==> src/rtl/uart_tx_fifo.sv <==
// rtl/uart_tx_fifo.sv - UART 8N1 transmit serialiser fed by a small byte FIFO
//
// Purpose:
//   Accepts bytes from the execute stage and queues them in a FIFO_DEPTH-entry FIFO.
//   Each byte is sent on uart_tx as one start bit, eight data bits (LSB first) and one
//   stop bit. Every bit lasts CLKS_PER_BIT clocks. Back-to-back frames have no idle gap.
//
// Ports:
//   clk      in   1  system clock, rising edge
//   rst_n    in   1  asynchronous active-low reset (release synchronised externally)
//   tx_req   in   1  enqueue tx_data this cycle (dropped when FIFO full)
//   tx_data  in   8  byte to enqueue
//   tx_busy  out  1  FIFO full
//   tx_idle  out  1  FIFO empty and serialiser idle
//   uart_tx  out  1  registered serial line, idle high

module uart_tx_fifo #(
  parameter int CLK_FREQ   = 27_000_000,
  parameter int BAUD       = 115_200,
  parameter int FIFO_DEPTH = 4
) (
  input  logic       clk,
  input  logic       rst_n,
  input  logic       tx_req,
  input  logic [7:0] tx_data,
  output logic       tx_busy,
  output logic       tx_idle,
  output logic       uart_tx
);

  localparam int CLKS_PER_BIT = CLK_FREQ / BAUD;
  localparam int BW = $clog2(CLKS_PER_BIT);
  localparam int PW = $clog2(FIFO_DEPTH);
  localparam int CW = PW + 1;

  localparam logic [BW-1:0] BAUD_LAST = BW'(CLKS_PER_BIT - 1);
  localparam logic [BW-1:0] BAUD_ONE  = BW'(1);
  localparam logic [PW-1:0] PTR_ONE   = PW'(1);
  localparam logic [CW-1:0] CNT_ONE   = CW'(1);
  localparam logic [CW-1:0] CNT_FULL  = CW'(FIFO_DEPTH);

  typedef enum logic [1:0] {IDLE, START, DATA, STOP} state_t;

  state_t          state, state_next;
  logic [7:0]      mem [FIFO_DEPTH];
  logic [PW-1:0]   wr_ptr, rd_ptr;
  logic [CW-1:0]   count;
  logic [BW-1:0]   baud_cnt, baud_cnt_next;
  logic [2:0]      bit_idx, bit_idx_next;
  logic [7:0]      shift_reg, shift_next;
  logic            push, pop, bit_end, line_next;

  assign bit_end = (baud_cnt == BAUD_LAST);
  // Occupancy before the edge decides acceptance, so a same-edge pop cannot rescue a
  // request made while full.
  assign push    = tx_req && (count != CNT_FULL);
  assign tx_busy = (count == CNT_FULL);
  assign tx_idle = (state == IDLE) && (count == '0);

  // State register
  always_ff @(posedge clk or negedge rst_n) begin
    if (!rst_n) state <= IDLE;
    else        state <= state_next;
  end

  // Next-state and serialiser datapath decode
  always_comb begin
    state_next    = state;
    baud_cnt_next = baud_cnt;
    bit_idx_next  = bit_idx;
    shift_next    = shift_reg;
    pop           = 1'b0;
    case (state)
      IDLE: begin
        baud_cnt_next = '0;
        if (count != '0) begin
          pop        = 1'b1;
          shift_next = mem[rd_ptr];
          state_next = START;
        end
      end
      START: begin
        if (bit_end) begin
          baud_cnt_next = '0;
          bit_idx_next  = 3'd0;
          state_next    = DATA;
        end else begin
          baud_cnt_next = baud_cnt + BAUD_ONE;
        end
      end
      DATA: begin
        if (bit_end) begin
          baud_cnt_next = '0;
          shift_next    = {1'b0, shift_reg[7:1]};
          bit_idx_next  = bit_idx + 3'd1;
          if (bit_idx == 3'd7) state_next = STOP;
        end else begin
          baud_cnt_next = baud_cnt + BAUD_ONE;
        end
      end
      STOP: begin
        if (bit_end) begin
          baud_cnt_next = '0;
          // Chain directly into the next start bit when more data is waiting.
          if (count != '0) begin
            pop        = 1'b1;
            shift_next = mem[rd_ptr];
            state_next = START;
          end else begin
            state_next = IDLE;
          end
        end else begin
          baud_cnt_next = baud_cnt + BAUD_ONE;
        end
      end
      default: state_next = IDLE;
    endcase
  end

  // Output decode: the line value for the state being entered, so the registered
  // uart_tx changes on the same edge as the state.
  always_comb begin
    line_next = 1'b1;
    case (state_next)
      START:   line_next = 1'b0;
      DATA:    line_next = shift_next[0];
      default: line_next = 1'b1;
    endcase
  end

  always_ff @(posedge clk or negedge rst_n) begin
    if (!rst_n) begin
      baud_cnt  <= '0;
      bit_idx   <= '0;
      shift_reg <= '0;
      uart_tx   <= 1'b1;
    end else begin
      baud_cnt  <= baud_cnt_next;
      bit_idx   <= bit_idx_next;
      shift_reg <= shift_next;
      uart_tx   <= line_next;
    end
  end

  // FIFO pointers and occupancy; reset flushes by clearing these.
  always_ff @(posedge clk or negedge rst_n) begin
    if (!rst_n) begin
      wr_ptr <= '0;
      rd_ptr <= '0;
      count  <= '0;
    end else begin
      if (push) wr_ptr <= wr_ptr + PTR_ONE;
      if (pop)  rd_ptr <= rd_ptr + PTR_ONE;
      case ({push, pop})
        2'b10:   count <= count + CNT_ONE;
        2'b01:   count <= count - CNT_ONE;
        default: count <= count;
      endcase
    end
  end

  always_ff @(posedge clk) begin
    if (push) mem[wr_ptr] <= tx_data;
  end

endmodule

==> config.mk <==
export PLATFORM = sky130hd
export DESIGN_NAME = uart_tx_fifo
export DESIGN_NICKNAME = d
export VERILOG_FILES = /design/src/rtl/uart_tx_fifo.sv
export SDC_FILE = /design/constraint.sdc
export NUM_CORES = 1
export LEC_CHECK = 0
export CORE_MARGIN = 5
export CORE_UTILIZATION = 50
export CTS_CLUSTER_DIAMETER = 30
export DETAILED_ROUTE_END_ITERATION = 8
export PLACE_DENSITY = 0.72
export SLEW_MARGIN = 20
export SYNTH_ARGS = -nofsm -noshare
export SYNTH_HDL_FRONTEND = slang
export SYNTH_SLANG_ARGS = --single-unit
==> constraint.sdc <==
create_clock -name clk -period 5.55 [get_ports clk]
set_clock_uncertainty 0.1 [all_clocks]
set_input_delay 0.555 -clock clk [delete_from_list [all_inputs] [get_ports clk]]
set_output_delay 0.555 -clock clk [all_outputs]
set_load 0.005 [all_outputs]
==> run summary <==
Status: complete, no violations
Netlist Area Pre-Place: 0.002907 mm^2
Fin crit period: 2.983 ns
Multi-input gate area: 0.001112 mm^2
Fmax: 335.3 MHz
ANT cells: 0
DR vias: 1691
Congestion Overflow GR: 0
Worst-Margin Slew: 0.6992 ns
Syn_area_per_cell: 13.84 um^2
Worst Setup Slack, final: 2.567 ns
Top FF cell, synth: edfxtp_1
Syn. warnings: 0
Slew headroom: 0.5303
Core Area: 0.005574 mm^2
Fin crit share: 0.5374
Cell accounting for the most synthesized area: edfxtp_1
Post-layout util: 0.5820
Die area: 0.007438 mm^2
Clock slew seen by the registers of the worst setup and hold paths: 0.07 ns
RSZ-0062 raised after global routing: false
Buffers added on ports: 13
WL/cell: 16.40 um
Synth Instances: 210
Setup crit start kind: flip-flop
Post-DP Area: 0.003069 mm^2
First-pass GRT wire length: 8673 um
Yosys cell types: 43
Post-DP HPWL: 3429 um
Post-synthesis sequential area ratio: 0.5807
Area Growth Syn to Fin: 11.62%
Post-route ant nets: 0
Final instance area: 0.003244 mm^2
Post-synthesis net count: 236
Vias in the first global route: 1785
Clock Sinks: 61
Sequential cell area: 0.001688 mm^2
# resized after CTS: 0
DRC: 0
Fin. Hold Viols: 0
Most numerous cell in the Yosys netlist: edfxtp_1
Worst VDD drop: 0.3065 mV
H-tree depth: 3
Synth cell count leaders: 32 x edfxtp_1, 28 x dfrtp_1, 14 x ha_1
DR pass1 iterations: 4
Worst Path Max Fanout: 12
# Max-Cap Violations: 0
Die Height: 86.25 um
Layout cells sized above 1: 0.1645
Placer Congestion: 0.8343
Largest net degree at the start of global routing: 30
Synth top area share: 0.3306
Row cnt: 27
Initial antenna violation count: 0
Post CTS Setup Buffer Count: 0
CTS Buf Count: 9
Pleak: 1.331 nW
Via-to-Cell Ratio: 5.581
Slew Limit Fails: 0
Total GRT Usage: 0.1554
Starting Density: 0.5214
Req. time, crit path: 5.72 ns
CTS tree: built
Fillcell total: 466
Horiz. Die Dim: 86.25 um
Final setup viols: 0
Yosys reg bits: 61
Setup TNS: 0 ns
EDFF count, synth: 32
CTS max path bufs: 2
Worst Hold Class: flip-flop to flip-flop
# IOs: 14
Setup WS pre-CTS: 2.574 ns
Synth top area cells: edfxtp_1 33%, dfrtp_1 24%, mux4_2 6.2%, ha_1 6.0%, mux2i_1 2.8%
Clk_lat worst skew: 0.34 ns
Setup Crit Path Kind: flip-flop to flip-flop
PwrDens: 474.2 mW/mm^2
Worst Setup End Kind: flip-flop
Max reg flops: 32
Reg2reg setup slack: 2.57 ns
Async S/R FF share, synth: 0.4754
Number of DRC markers in iteration 0: 77
WL final: 4970 um
CP arrival: 3.15 ns
Nets: 252
Hold Buf Count CTS: 0
CTS Root Cell: clkbuf_8
-- cells in the final DEF, fill, tap and decap left out, drive strengths merged, types with 6 or more instances in the layout --
cell type	n
a22o	9
and2	6
clkbuf	9
clkdlybuf4s50	13
dfrtp	28
edfxtp	32
ha	14
inv	12
mux2i	8
mux4	8
nand2	10
nor2	6
nor3	11
o21ai	13
xor2	7
-- power breakdown --
part	internal (mW)	leakage, nW	total, mW	switching (mW)
clock	0.163	0.0856	0.344	0.182
sequential	0.604	0.670	0.704	0.0994
combinational	0.242	0.575	0.491	0.249
total	1.01	1.33	1.54	0.530
-- through the flow --
| step | hold slack, ns | power (mW) | std cells |
|---|---|---|---|
| after floorplan | 0.1594 | 1.073 | 210 |
| after global placement | 0.3949 | 1.190 | 287 |
| after detailed placement | 0.3940 | 1.211 | 287 |
| after CTS | 0.4032 | 1.559 | 303 |
| after global routing | 0.4211 | 1.652 | 303 |
| final | 0.4032 | 1.539 | 303 |
-- final timing paths --
| check | start | to | cells past startpoint |
|---|---|---|---|
| setup / recovery | state[1]$_DFF_PN0_ | count[2]$_DFFE_PN0P_ | 10 |
| hold / removal | count[2]$_DFFE_PN0P_ | count[2]$_DFFE_PN0P_ | 1 |
| min in group asynchronous | rst_n | wr_ptr[0]$_DFFE_PN0P_ | 2 |
| hold reg to reg | count[2]$_DFFE_PN0P_ | count[2]$_DFFE_PN0P_ | 1 |
| setup reg to reg | state[1]$_DFF_PN0_ | count[2]$_DFFE_PN0P_ | 10 |
| max in group asynchronous | rst_n | uart_tx$_DFF_PN1_ | 2 |
-- cell families (layout without fill, tap and decap cells) --
| group | Yosys count | after routing | synth area share |
|---|---|---|---|
| and+or+nand+nor | 48 | 48 | 0.08825 |
| xor gates and xnor gates | 12 | 12 | 0.03616 |
| DFF | 61 | 61 | 0.5807 |
| AOI/OAI and AO/OA | 37 | 37 | 0.09772 |
| muxes | 17 | 17 | 0.09341 |
| adders and majority gates | 15 | 15 | 0.06716 |
| buffers and inverters | 20 | 41 | 0.03659 |
-- area by class of cell --
type	instances	area share
Inverter	11	0.01273
Sequential cell	61	0.5202
Tap cell	72	0.02777
Timing Repair Buffer	14	0.04242
Multi-Input combinational cell	129	0.3428
Clock buffer	9	0.03818
Clock inverter	7	0.01581
-- worst max-delay path, cell delays in order, from the launching register on --
cell and delay [ns]:
dfrtp_1 0.47, inv_1 0.16, ha_1 0.42, a31oi_1 0.23
nor3_1 0.42, ha_1 0.26, inv_1 0.06, fa_1 0.38
xor2_1 0.15, nor2_1 0.12, xor2_1 0.15
-- per-layer routing --
| metal | global-route usage | part of all wire |
|---|---|---|
| met1 | 0.1906 | 0.46 |
| met5 | 0 | 0 |
| met3 | 0.04087 | 0.039 |
| met2 | 0.2474 | 0.49 |
| met4 | 0.09207 | 0.018 |
Note: power is estimated with default switching activity, not from simulation.
